File: config.mk
export PLATFORM = sky130hd
export DESIGN_NAME = logo_frame_scanner
export DESIGN_NICKNAME = d
export VERILOG_FILES = /design/src/rtl/frame_gen_pkg.sv /design/src/rtl/logo_frame_scanner_raster_counter.sv /design/src/rtl/logo_frame_scanner.sv
export SDC_FILE = /design/constraint.sdc
export NUM_CORES = 1
export LEC_CHECK = 0
export CAP_MARGIN = 20
export CORE_MARGIN = 2
export CORE_UTILIZATION = 48
export DETAILED_ROUTE_END_ITERATION = 7
export HOLD_SLACK_MARGIN = 0.12
export PLACE_DENSITY = 0.86
export RECOVER_POWER = 50
export SYNTH_ARGS = -nofsm -noshare
export SYNTH_HDL_FRONTEND = slang
export SYNTH_SLANG_ARGS = --single-unit
File: constraint.sdc
create_clock -name clk -period 3.1 [get_ports clk]
set_input_delay 0.62 -clock clk [delete_from_list [all_inputs] [get_ports clk]]
set_output_delay 0.62 -clock clk [all_outputs]
set_load 0.02 [all_outputs]
File: src/rtl/frame_gen_pkg.sv
// Shared definitions for the logo frame generator: scanner state encoding,
// default frame geometry (shared with the logo memory) and the output beat.
package frame_gen_pkg;

  localparam int FRAME_WIDTH_DEF  = 640;
  localparam int FRAME_HEIGHT_DEF = 480;

  typedef enum logic [1:0] {
    IDLE  = 2'd0,
    SCAN  = 2'd1,
    FLUSH = 2'd2
  } state_t;

  typedef struct packed {
    logic [1:0] pixel;
    logic       sof;
    logic       eol;
    logic       eof;
  } beat_t;

  // Counter width for a dimension; a 1-wide dimension still needs one bit.
  function automatic int cnt_w(input int n);
    return (n > 1) ? $clog2(n) : 1;
  endfunction

endpackage

File: src/rtl/logo_frame_scanner_raster_counter.sv
// Raster-order (x, y) address counter; wraps to (0,0) after the last pixel.
module raster_counter
  import frame_gen_pkg::*;
#(
  parameter int W = FRAME_WIDTH_DEF,
  parameter int H = FRAME_HEIGHT_DEF,
  localparam int XW = cnt_w(W),
  localparam int YW = cnt_w(H)
) (
  input  logic          clk,
  input  logic          rst_n,
  input  logic          clear,
  input  logic          advance,
  output logic [XW-1:0] x,
  output logic [YW-1:0] y,
  output logic          at_eol,
  output logic          at_eof
);

  assign at_eol = (x == XW'(W - 1));
  assign at_eof = at_eol && (y == YW'(H - 1));

  always_ff @(posedge clk or negedge rst_n) begin
    if (!rst_n) begin
      x <= '0;
      y <= '0;
    end else if (clear) begin
      x <= '0;
      y <= '0;
    end else if (advance) begin
      if (at_eol) begin
        x <= '0;
        y <= at_eof ? '0 : y + 1'b1;
      end else begin
        x <= x + 1'b1;
      end
    end
  end

endmodule

File: src/rtl/logo_frame_scanner.sv
// Walks the logo memory in raster order and streams its pixels as a
// valid/ready beat stream with sof/eol/eof markers.
module logo_frame_scanner
  import frame_gen_pkg::*;
#(
  parameter int FRAME_WIDTH  = FRAME_WIDTH_DEF,
  parameter int FRAME_HEIGHT = FRAME_HEIGHT_DEF
) (
  input  logic        clk,
  input  logic        rst_n,
  input  logic        start,
  input  logic        continuous,
  input  logic        abort,
  output logic [31:0] mem_x,
  output logic [31:0] mem_y,
  input  logic [1:0]  mem_pix,
  output logic        out_valid,
  input  logic        out_ready,
  output logic [1:0]  out_pixel,
  output logic        out_sof,
  output logic        out_eol,
  output logic        out_eof,
  output logic        busy,
  output logic        done,
  output logic [15:0] frame_cnt
);

  localparam int XW = cnt_w(FRAME_WIDTH);
  localparam int YW = cnt_w(FRAME_HEIGHT);

  state_t          state, nxt;
  beat_t           beat_q;
  logic [XW-1:0]   x;
  logic [YW-1:0]   y;
  logic            at_eol, at_eof;
  logic            load, accept, eof_acc;

  raster_counter #(.W(FRAME_WIDTH), .H(FRAME_HEIGHT)) u_rc (
    .clk     (clk),
    .rst_n   (rst_n),
    .clear   ((state == IDLE) || abort),
    .advance (load && !abort),
    .x       (x),
    .y       (y),
    .at_eol  (at_eol),
    .at_eof  (at_eof)
  );

  assign mem_x     = 32'(x);
  assign mem_y     = 32'(y);
  assign out_pixel = beat_q.pixel;
  assign out_sof   = beat_q.sof;
  assign out_eol   = beat_q.eol;
  assign out_eof   = beat_q.eof;
  assign busy      = (state != IDLE);
  assign accept    = out_valid && out_ready;
  // The only beat outstanding in FLUSH is the eof beat.
  assign eof_acc   = (state == FLUSH) && accept && !abort;

  always_ff @(posedge clk or negedge rst_n) begin
    if (!rst_n) state <= IDLE;
    else        state <= nxt;
  end

  always_comb begin
    nxt  = state;
    load = 1'b0;
    case (state)
      IDLE:  if (start) nxt = SCAN;
      SCAN: begin
        load = !out_valid || out_ready;
        if (load && at_eof) nxt = FLUSH;
      end
      FLUSH: if (accept) nxt = continuous ? SCAN : IDLE;
      default: nxt = IDLE;
    endcase
    if (abort) nxt = IDLE;
  end

  always_ff @(posedge clk or negedge rst_n) begin
    if (!rst_n) begin
      beat_q    <= '0;
      out_valid <= 1'b0;
    end else if (abort) begin
      out_valid  <= 1'b0;
      beat_q.sof <= 1'b0;
      beat_q.eol <= 1'b0;
      beat_q.eof <= 1'b0;
    end else if (load) begin
      out_valid <= 1'b1;
      beat_q    <= '{pixel: mem_pix, sof: (x == '0) && (y == '0),
                     eol: at_eol, eof: at_eof};
    end else if (out_ready) begin
      out_valid <= 1'b0;
    end
  end

  always_ff @(posedge clk or negedge rst_n) begin
    if (!rst_n) begin
      done      <= 1'b0;
      frame_cnt <= '0;
    end else begin
      done <= eof_acc;
      if (eof_acc) frame_cnt <= frame_cnt + 16'd1;
    end
  end

endmodule

# After elaboration in Yosys (flattened, before gate mapping)
# Index checks and enable logic that the tools add are counted.
dict set report classes {
  shift 0
  mux 19
  div_mod_pow 0
  order_cmp 0
  n_mul 0
  eq_ne 7
  bitwise 1
  n_addsub 3
  reduce_logical 22
}
# op n
set op_table {}
lappend op_table {{$mux W9} 4}
lappend op_table {{$mux W10} 3}
lappend op_table {{$add A16 B1 Y16 const B} 1}
lappend op_table {{$add A10 B1 Y10 const B} 1}
lappend op_table {{$eq A10 B10 Y1 const B} 1}
lappend op_table {{$logic_not A10 Y1} 1}
lappend op_table {{$add A9 B1 Y9 const B} 1}
lappend op_table {{$eq A9 B9 Y1 const B} 1}
lappend op_table {{$logic_not A9 Y1} 1}
lappend op_table {{$ne A3 B3 Y1 const B} 3}
lappend op_table {{$mux W2} 4}
lappend op_table {{$reduce_bool A2 Y1} 4}
lappend op_table {{$logic_and A1 B1 Y1} 7}
lappend op_table {{$mux W3} 2}
lappend op_table {{$pmux W2 S3} 1}
lappend op_table {{$mux W1} 5}
lappend op_table {{$reduce_and A2 Y1} 2}
lappend op_table {{$reduce_and A3 Y1} 1}
lappend op_table {{$reduce_bool A3 Y1} 1}
lappend op_table {{$eq A2 B1 Y1 const B} 1}
lappend op_table {{$eq A2 B2 Y1 const B} 1}
lappend op_table {{$logic_not A1 Y1} 2}
lappend op_table {{$logic_not A2 Y1} 1}
lappend op_table {{$logic_or A1 B1 Y1} 2}
lappend op_table {{$not A1 Y1} 1}
dict set report word_totals {
  ff_bits 44
  elab_cells 62
  mem_bits_ro 0
  latchBits 0
  inputBits 8
  ramBits 0
  n_memories 0
}

# Longest topological paths before layout
# Gate-level depths: netlist of the first run.
dict set report logic_depth {
  word_depth 6
  mapped_depth 7
  ltp_nobuf 7
}

# Hierarchy
# Synthesis of the first run repeated with hierarchy kept, for this count alone.
dict set report hier_totals {
  cells_unflattened 257
  area_unflattened_um2 2612.5
}
# module cells_each area_per_inst_um2 n_inst
set modules_own_cells {}
lappend modules_own_cells {logo_frame_scanner 150 1572.8 1}
lappend modules_own_cells {raster_counter 107 1039.7 1}

# Worst setup path before layout of the first run
# Ideal clock, no wire load.
dict set report synth_timing {
  kind {reg-to-reg}
  startpoint {register u_rc.x[0]}
  endpoint {register u_rc.y[3]}
  required_time_ns 3.023
  path_slack_ns 1.258
  path_buffers 1
  setup_time_ns 0.077
  path_stages_with_launch 8
  arrival_time_ns 1.765
  cell_sequence {dfrtp_1 -> ha_1 -> and2_1 -> and4_1 -> buf_4 -> o21ai_2 -> or3_1 -> a21oi_1}
}
dict set report synth_via {
  elab_chain_cells 6
  elab_cells_between_ends 8
  classes_between {eq/ne: 1; mux: 4; reduce/logical: 3}
}
# element line_no
set synth_lines {}
lappend synth_lines {{from (decl)} logo_frame_scanner_raster_counter.sv:14} ;# output logic [XW-1:0] x,
lappend synth_lines {{from (signal assigned)} logo_frame_scanner_raster_counter.sv:35} ;# x <= x + 1'b1;
lappend synth_lines {{$eq A10 B10 Y1 (*)} logo_frame_scanner_raster_counter.sv:20} ;# assign at_eol = (x == XW'(W - 1));
lappend synth_lines {{$logic_and A1 B1 Y1} logo_frame_scanner_raster_counter.sv:21} ;# assign at_eof = at_eol && (y == YW'(H - 1));
lappend synth_lines {{$mux W9} logo_frame_scanner_raster_counter.sv:33} ;# y <= at_eof ? '0 : y + 1'b1;
lappend synth_lines {{$mux W9} logo_frame_scanner_raster_counter.sv:31} ;# if (at_eol) begin
lappend synth_lines {{$mux W9} logo_frame_scanner_raster_counter.sv:30} ;# end else if (advance) begin
lappend synth_lines {{$mux W9} logo_frame_scanner_raster_counter.sv:27} ;# end else if (clear) begin
lappend synth_lines {{to (signal assigned)} logo_frame_scanner_raster_counter.sv:33}
lappend synth_lines {{to (decl)} logo_frame_scanner_raster_counter.sv:15} ;# output logic [YW-1:0] y,
# Mark *: on every way between the ends. The rest lies on a longest branch, timed or not. The select of a mux whose other input is x is not followed.
# A chain may end at the register's enable or synchronous reset.

# Final worst setup path of the first run
dict set report layout_timing {
  startpoint {input port abort}
  endpoint {register u_rc.y[2]}
}
dict set report layout_via {
  elab_chain_cells 4
  elab_cells_between_ends 7
  classes_between {mux: 1; reduce/logical: 6}
}
# element line_no
set layout_lines {}
lappend layout_lines {{from (decl)} logo_frame_scanner.sv:13} ;# input logic abort,
lappend layout_lines {{$logic_not A1 Y1} logo_frame_scanner.sv:42} ;# .advance (load && !abort),
lappend layout_lines {{$logic_and A1 B1 Y1} logo_frame_scanner.sv:42}
lappend layout_lines {{$reduce_bool A2 Y1 (no line)} n/a}
lappend layout_lines {{$reduce_and A2 Y1 (no line)} n/a}
# Parallel ways exist; a longest one is shown, timed or not.

==> results_dict.tcl, run 1 <==
set metrics [dict create \
    leakagePower_nw 1.40 \
    end_kind "flip-flop" \
    grt_util_all_layers_pct 16.8 \
    crit_type "in -> reg" \
    synth-seq-area-share_pct 42.8 \
    ys_ff_latch 44 \
    cp.required_ns 3.30 \
    cts.clk_slew.worst_paths_ns 0.08 \
    nets 325 \
    fill_cells 436 \
    clock_skew_ns 0.0107 \
    syn_area_per_cell_um2 9.98 \
    slew_headroom_pct 38.4 \
    clk_latency_ns 0.29 \
    synth_edf_count 0 \
    wl_per_cell_um 12.7 \
    p_int_mw 0.856 \
    p_clk_share_pct 36.9 \
    areaGrowthSynthToFinish_pct 19.5 \
    reg2reg_slack_ns 1.12 \
    layout-drive-gt1-share_pct 7.99 \
    cp_max_fo 10 \
    crit_chain "dlygate4sd3_1 > and4bb_1 > or2_1 > nor2_4 > nor2_1 > nor4_2" \
    synth_compound_area_share_pct 5.39 \
    slew_violations 0 \
    pwr-share-comb_pct 11.5 \
    routed_wl_um 4860 \
    start_util_pct 50.1 \
    fp.dieH_um 77.2 \
    crit_path_start_kind "primary input" \
    ys_warn_count 0 \
    dr.pass1.iters 4 \
    switchingPower_mw 0.287 \
    placed_cell_area_um2 2970 \
    max_freq_mhz 423 \
    htreeDepth 2 \
    drv_cap 0 \
    ant_nets 0 \
    rsz0062_at_grt "no" \
    cp_slowest_cell "dlygate4sd3_1" \
    utilization_pct 59.9 \
    switching_share_pct 25.1 \
    coreArea_um2 5140 \
    ys_async_sr_fraction_pct 100 \
    fin_crit_ns 2.36 \
    timing.final.crit_share_pct 76.2 \
    tritoncts "done" \
    vias 1906 \
    first_iter_violations 121 \
    cts_buffers 5 \
    numPortBuffers 50 \
    seqPwrFrac_pct 51.6 \
    r2r-end "u_rc.y[7]" \
    grt_pass1_vias 1722 \
    design_area_um2 3080 \
    synthFlopType "dfrtp_1" \
    yosys.area_share.adder_pct 2.43 \
    multi_input_area_um2 1240 \
    hold_viol 0 \
    globalRoute.totalOverflow 0 \
    power_density_nw_per_um2 372 \
    worstRegToRegCells 6 \
    drc 0 \
    clock_sinks 44 \
    ir_worst_vdd_mv 0.240 \
    hpwl_um 3730 \
    finalSetupViolCount 0 \
    num_rows 26 \
    ctsResizeCount 0 \
    seq_area_um2 1100 \
    die-area_um2 5970 \
    ctsHoldBuffers 0 \
    vias_per_cell 4.98 \
    worst_slew_pin_slew_ns 0.924 \
    pin_count 96 \
    r2r-start "u_rc.y[1]" \
    min_path_type "in -> async" \
    antenna_found_initial 0 \
    place_congestion 0.843 \
    status "finished, final reports clean" \
    die_x_um 77.2 \
    grt_pass1_wl_um 8060 \
    cpPeakStageDelay_ns 0.70 \
    cts_setup_buffers 0 \
    tns_ns 0 \
    synth_top_family_by_area "simple AND/OR/NAND/NOR gates" \
    synth_xor_xnor_area_share_pct 8.84 \
    cts_root_buf "clkbuf_8" \
    synthCells 258 \
    ctsLongestPathBuffers 2 \
    synthMuxAreaShare_pct 2.14 \
    grt_max_degree 45 \
    crit_arrival_ns 2.56 \
    yosysUniqueCellTypes 46 \
    yosys.area_share.simple_pct 22.8 \
    syn-cell-area_um2 2570 \
    n_antenna_cell 0 \
]
logic make-up after synthesis:
kind of cell             Yosys count
AND/OR/NAND/NOR                   98
buffers and inverters             58
flip-flops                        44
XOR/XNOR                          26
AO/OA/AOI/OAI                     21
adder cells (fa/ha/maj)            5
multiplexers                       5
other                              1
through the flow:
step	hold WS [ns]	power, mW	instances	setup slack (ns)
finish	0.457	1.14	383	0.736
global route	0.494	1.19	383	0.669
CTS	0.479	1.16	383	0.826
detailed placement	0.468	0.737	375	0.541
global placement	0.471	0.735	375	0.603
floorplan	0.324	0.734	302	1.26
worst max path at each step:
stage	end	cells after the start	from	slack, ns
after floorplan	u_rc.y[3]	7	u_rc.x[0]	1.26
after global placement	u_rc.y[2]	6	abort	0.60
after detailed placement	u_rc.y[2]	6	abort	0.54
after CTS	u_rc.y[2]	6	abort	0.83
after global routing	u_rc.y[2]	6	abort	0.67
final	u_rc.y[2]	6	abort	0.74
synthesized netlist by cell type (all sizes together), types with 3 or more instances:
| cell | instances | area share (%) |
|---|---|---|
| buf | 48 | 14 |
| dfrtp | 44 | 43 |
| nor2 | 27 | 4.2 |
| xnor2 | 17 | 5.8 |
| nand2 | 11 | 1.6 |
| nand3 | 11 | 2.1 |
| a21oi | 9 | 1.9 |
| inv | 9 | 1.3 |
| nand4 | 9 | 2.2 |
| xor2 | 9 | 3.1 |
| nor4 | 7 | 2.8 |
| and3 | 6 | 1.5 |
| o21ai | 6 | 1.3 |
| ha | 5 | 2.4 |
| mux2 | 4 | 1.7 |
| nor3 | 4 | 0.97 |
| and4 | 3 | 1.1 |
| nand4b | 3 | 1.0 |
| nor2b | 3 | 0.73 |
| or2 | 3 | 0.73 |
state kept, by name, summed over array words and instances (netlist names):
signal,count
frame_cnt,16
out_eof,1
out_pixel,2
done,1
out_eol,1
state,2
out_sof,1
u_rc.x,10
out_valid,1
u_rc.y,9
worst max-delay path: cells and delay by family:
family	cells	cell delay (ns)
buffers and inverters	1	0.70
AND/OR/NAND/NOR	5	1.24
final cells by class:
class	instances	area share [%]
clock buffer	6	2.36
clock inverter	2	1.14
inverter	9	1.10
multi-input combinational	200	40.3
sequential	44	35.8
tap	70	2.85
timing repair buffer	52	16.5
layout by cell type (no fill, tap or decap), types with 6 or more instances in the layout:
cell type / n
a21oi_1: 8
and3_1: 6
clkdlybuf4s50_1: 34
conb_1: 45
dfrtp_1: 44
dlygate4sd3_1: 15
inv_1: 9
nand2_1: 11
nand3_1: 11
nand4_1: 9
nor2_1: 26
xnor2_1: 17
xor2_1: 9
per-layer routing:
layer	track usage [%]	vias to the layer above	part of all wire, %	routed length (um)
li1	-	902	-	-
met4	6.79	0	2.1	102
met1	22.2	919	44	2120
met5	0	-	0	0
met3	3.88	6	6.6	320
met2	26.5	79	48	2320
power groups by stage:
stage,clock network [mW],logic (mW),registers [mW]
after detailed placement,0,0.135,0.602
after global placement,0,0.134,0.602
final,0.422,0.131,0.590
after global routing,0.454,0.143,0.592
after CTS,0.431,0.136,0.590
after floorplan,0,0.123,0.610
Power figures use the tool's default switching activity.
==> run 2, diff against run 1 <==
- CORE_UTILIZATION: 48 -> 45
- PLACE_DENSITY: 0.86 -> 0.81
- clock period: 3.1 -> 2.3 ns (I/O delays scaled with it)
==> run 2 against run 1 <==
The flow now finishes with violations (capacitance limit, slew limit). Via count grew 2.4%. Worst setup slack lost 0.53 ns. Sequential power grew 35%. Utilization shrank 2.9 points. Sequential share of layout area shrank 0.69 points. Global-route usage grew 0.18 points. Final area grew 2.0%. Routed wire length grew 7.5%. Register-to-register slack lost 0.84 ns. Critical endpoint is now busy. Largest power group unchanged.
==> results_dict.tcl, run 2 (synthesis results as in run 1) <==
set metrics [dict create \
    status "finished with violations" \
    failed_checks "capacitance limit, slew limit" \
    worst_slew_pin_slew_ns 1.53 \
    multi_input_area_um2 1240 \
    cp.required_ns 1.84 \
    fin_crit_ns 2.09 \
    grt_pass1_vias 1832 \
    tritoncts "done" \
    grt_max_degree 29 \
    cp_slowest_cell "clkdlybuf4s50_1" \
    ctsResizeCount 0 \
    globalRoute.totalOverflow 0 \
    fill_cells 503 \
    crit_chain "or2_2 > clkdlybuf4s50_1" \
    clk_latency_ns 0.30 \
    cp_top_family "buffers and inverters" \
    antenna_found_initial 0 \
    power_density_nw_per_um2 470 \
    seq_area_um2 1100 \
    grt_util_all_layers_pct 16.9 \
    n_antenna_cell 0 \
    hold_viol 0 \
    num_rows 27 \
    min_to "frame_cnt[15]" \
    cts_buffers 5 \
    place_inst 388 \
    routed_wl_um 5230 \
    min_path_type "reg -> reg" \
    cts_root_buf "clkbuf_8" \
    tns_ns 0 \
    fp.dieH_um 79.6 \
    grt_pass1_wl_um 8470 \
    finalSetupViolCount 0 \
    r2r-end "u_rc.y[2]" \
    timing.final.crit_share_pct 90.9 \
    start_util_pct 46.8 \
    crit_buf_inv 1 \
    min_path_cells 1 \
    slew_violations 29 \
    crit_type "reg -> out" \
    cts_setup_buffers 0 \
    ctsLongestPathBuffers 2 \
    vias 1951 \
    crit_arrival_ns 1.63 \
    htreeDepth 2 \
    dr.pass1.iters 4 \
    worstHoldStart "frame_cnt[15]" \
    ir_worst_vdd_mv 0.346 \
    areaGrowthSynthToFinish_pct 21.8 \
    clock_sinks 44 \
    drc 0 \
    end_kind "output port" \
    vias_per_cell 4.93 \
    ant_nets 0 \
    rsz0062_at_grt "no" \
    reg2reg_slack_ns 0.28 \
    crit_path_start_kind "flip-flop" \
    coreArea_um2 5510 \
    final_common_cell "conb_1" \
    final_cells 396 \
    reg_top3 "frame_cnt: 16 flops, u_rc.x: 10 flops, u_rc.y: 9 flops" \
    cpPeakStageDelay_ns 0.54 \
    cp_max_fo 7 \
    die-area_um2 6340 \
    leakagePower_nw 1.41 \
    final_cell_mix "conb_1, dfrtp_1, clkdlybuf4s50_1" \
    nets 336 \
    clock_skew_ns 0.0150 \
    regMostFlops "frame_cnt" \
    die_x_um 79.6 \
    largest_reg_flops 16 \
    numPortBuffers 50 \
    drv_cap 1 \
    pin_count 96 \
    r2r-start "u_rc.x[0]" \
    worstRegToRegCells 6 \
    place_congestion 0.856 \
    cts.clk_slew.worst_paths_ns 0.09 \
    layout-drive-gt1-share_pct 9.57 \
    hpwl_um 4010 \
    first_iter_violations 147 \
    wl_per_cell_um 13.2 \
    max_freq_mhz 479 \
    cp.depth 2 \
    slew_headroom_pct -1.68 \
    ctsHoldBuffers 0 \
]
run 2: cell count changes in the layout (fill, tap and decap cells not counted):
cell,change
clkbuf_1,+5
inv_6,+1
clkinvlp_4,+1
clkdlybuf4s50_1,+7
buf_4,+5
buf_2,-1
buf_12,+1
bufinv_16,-1
dlygate4sd3_1,-7
run 2: area by class of cell:
| class | count | share of cell area (%) |
|---|---|---|
| multi-input cells | 200 | 39.5 |
| well taps | 72 | 2.87 |
| inverters | 9 | 1.08 |
| clock buffers | 5 | 2.19 |
| flip-flops and latches | 44 | 35.1 |
| repair buffers | 63 | 18.5 |
| clock inverters | 3 | 0.678 |
run 2: power by group:
group	internal (mW)	switching [mW]
sequential	0.785	0.00995
clock	0.215	0.274
combinational	0.0551	0.134
total	1.06	0.418
run 2: how the worst max path moves through the flow:
stage | startpoint | end | slack (ns)
after global placement | abort | u_rc.y[7] | 0.11
after floorplan | u_rc.x[0] | u_rc.y[3] | 0.46
final | state[1] | busy | 0.21
after CTS | state[1] | busy | 0.20
after global routing | u_rc.y[0] | u_rc.y[2] | 0.12
after detailed placement | out_ready | u_rc.y[7] | 0.08
run 2: stage by stage:
step                hold slack (ns)  power [mW]  area, um2  utilization (%)  worst slack, ns
finish                        0.469        1.47       3140             57.0            0.210
global route                  0.506        1.54       3140             57.0            0.122
CTS                           0.195        1.50       3160             57.4            0.196
detailed placement            0.466        1.01       3070             55.8           0.0753
global placement              0.475        1.00       3070             55.8            0.107
floorplan                     0.164       0.989       2740                -            0.458
run 2: per-layer routing:
layer  track usage, %  up-vias  routed length [um]
li1                 -      921                   -
met1             21.7      936                2190
met2             28.2       83                2560
met3             3.17       11                 349
met4             6.72        0                 122
met5                0        -                   0
==> run 3, diff against run 2 <==
- CELL_PAD_IN_SITES_DETAIL_PLACEMENT: unset -> 0
- CELL_PAD_IN_SITES_GLOBAL_PLACEMENT: unset -> 1
- CORE_UTILIZATION: 45 -> 33
- PLACE_DENSITY: 0.81 -> unset
- PLACE_DENSITY_LB_ADDON: unset -> 0.1
==> run 3 against run 2 <==
Count of clock-buffer cells in the layout is 1 higher. Cell count is 7.6% higher. Register-to-register slack worse by 0.02 ns. Sequential share of layout area is 0.56 points lower. The run now ends clean. Utilization is 15 points lower. Largest cell class unchanged. Flip-flop and latch count stayed put. Clock skew is 0.0076 ns lower. Non-clock buffer count stayed put. Largest power group unchanged. Die area is 34% higher. Hold slack worse by 0.062 ns. Total power is 7.2% higher.
==> results_dict.tcl, run 3 (synthesis results as in run 1) <==
set metrics [dict create \
    clock_skew_ns 0.00745 \
    final_cell_mix "conb_1, dfrtp_1, clkdlybuf4s50_1" \
    seqPwrFrac_pct 50.3 \
    max_freq_mhz 474 \
    largest_reg_flops 16 \
    status "finished, final reports clean" \
    grt_pass1_wl_um 8930 \
    crit_path_start_kind "flip-flop" \
    die-area_um2 8530 \
    numPortBuffers 50 \
    regMostFlops "frame_cnt" \
    pwr-share-comb_pct 12.1 \
    first_iter_violations 42 \
    tritoncts "done" \
    grt_util_all_layers_pct 13.2 \
    final_common_cell "conb_1" \
    ir_worst_vdd_mv 0.234 \
    clk_latency_ns 0.30 \
    dr.pass1.iters 4 \
    vias_per_cell 4.38 \
    cts.clk_slew.worst_paths_ns 0.09 \
    rsz0062_at_grt "no" \
    power_mw 1.58 \
    crit_buf_inv 1 \
    power_density_nw_per_um2 496 \
    grt_pass1_vias 1806 \
    reg_top3 "frame_cnt: 16 flops, u_rc.x: 10 flops, u_rc.y: 9 flops" \
    ctsResizeCount 0 \
    cp_top_family "buffers and inverters" \
    routed_wl_um 5480 \
    min_path_type "in -> async" \
    die_x_um 92.3 \
    drc 0 \
    cts_root_buf "clkbuf_8" \
    timing.final.crit_share_pct 91.7 \
    grt_max_degree 24 \
    end_kind "output port" \
    hold_viol 0 \
    htreeDepth 2 \
    p_int_mw 1.16 \
    num_rows 32 \
    switching_share_pct 26.4 \
    slew_violations 0 \
    cts_buffers 5 \
    hpwl_um 4180 \
    nets 336 \
    fill_cells 791 \
    cp_max_fo 9 \
    worst_slew_pin_slew_ns 1.26 \
    clock_sinks 44 \
    antenna_found_initial 0 \
    drv_cap 0 \
    n_antenna_cell 0 \
    fp.dieH_um 92.3 \
    ctsLongestPathBuffers 2 \
    pin_count 96 \
    crit_arrival_ns 1.65 \
    layout-drive-gt1-share_pct 10.2 \
    crit_chain "or2_2 > clkdlybuf4s50_1" \
    cp_slowest_cell "clkdlybuf4s50_1" \
    ctsHoldBuffers 0 \
    globalRoute.totalOverflow 0 \
    ant_nets 0 \
    place_congestion 0.789 \
    multi_input_area_um2 1240 \
    fin_crit_ns 2.11 \
    finalSetupViolCount 0 \
    p_clk_share_pct 37.7 \
    seq_area_um2 1100 \
    start_util_pct 33.7 \
    tns_ns 0 \
    crit_type "reg -> out" \
    coreArea_um2 7650 \
    switchingPower_mw 0.418 \
    areaGrowthSynthToFinish_pct 23.8 \
    cp.required_ns 1.84 \
    wl_per_cell_um 12.9 \
    vias 1866 \
    cpPeakStageDelay_ns 0.55 \
    slew_headroom_pct 15.9 \
    cts_setup_buffers 0 \
    leakagePower_nw 1.42 \
]
[run 3: changes by cell type in the layout (fill, tap and decap cells not counted), sizes merged]
cell	before	now
buf	7	9
bufinv	0	1
clkbuf	12	11
clkdlybuf4s50	41	40
clkinvlp	1	0
dlygate4sd3	8	9
inv	10	9
[run 3: area by class of cell]
cell class / count / area share, %
multi-input combinational: 200 / 38.9
clock buffer: 6 / 2.28
inverter: 9 / 1.06
timing repair buffer: 63 / 18.1
tap: 102 / 4.00
sequential: 44 / 34.5
clock inverter: 2 / 1.10
[run 3: final timing paths]
| kind | startpoint | end | slack [ns] | depth (start not counted) |
|---|---|---|---|---|
| max | state[0] | busy | 0.19 | 2 |
| min | rst_n | u_rc.x[5] | 0.41 | 1 |
| max reg2reg | u_rc.x[1] | u_rc.y[2] | 0.26 | 6 |
| min reg2reg | frame_cnt[15] | frame_cnt[15] | 0.47 | 1 |
| max in group asynchronous | rst_n | out_eof | 0.70 | 2 |
| min in group clk | frame_cnt[15] | frame_cnt[15] | 0.47 | 1 |
[run 3: per-layer routing]
metal / vias to the layer above / wire (um) / track usage, % / part of all wire [%]
met5: - / 0 / 0 / 0
met4: 0 / 51 / 3.48 / 0.93
met3: 5 / 207 / 2.85 / 3.8
met2: 41 / 2760 / 22.7 / 50
met1: 901 / 2460 / 16.7 / 45
li1: 919 / - / - / -
[run 3: per-stage QoR]
step	worst slack [ns]	utilization (%)	std cells	hold WS [ns]	area, um2
after floorplan	0.458	-	302	0.164	2740
after global placement	0.0579	40.6	418	0.460	3110
after detailed placement	0.0403	40.6	418	0.468	3110
after CTS	0.166	42.0	426	0.164	3220
after global routing	0.0473	41.7	426	0.482	3190
final	0.190	41.7	426	0.407	3190
[run 3: power by group through the flow]
stage | sequential [mW] | clock (mW) | combinational (mW)
global placement | 0.811 | 0 | 0.203
floorplan | 0.822 | 0 | 0.166
detailed placement | 0.811 | 0 | 0.203
finish | 0.795 | 0.595 | 0.191
CTS | 0.795 | 0.615 | 0.203
global route | 0.798 | 0.650 | 0.208
[run 3: worst register-to-register path, delay by kind of cell (launching register included)]
kind	cells	cell delay (ns)
AOI/OAI and AO/OA	1	0.36
adders and majority gates	1	0.23
DFF	1	0.44
and+or+nand+nor	4	0.88
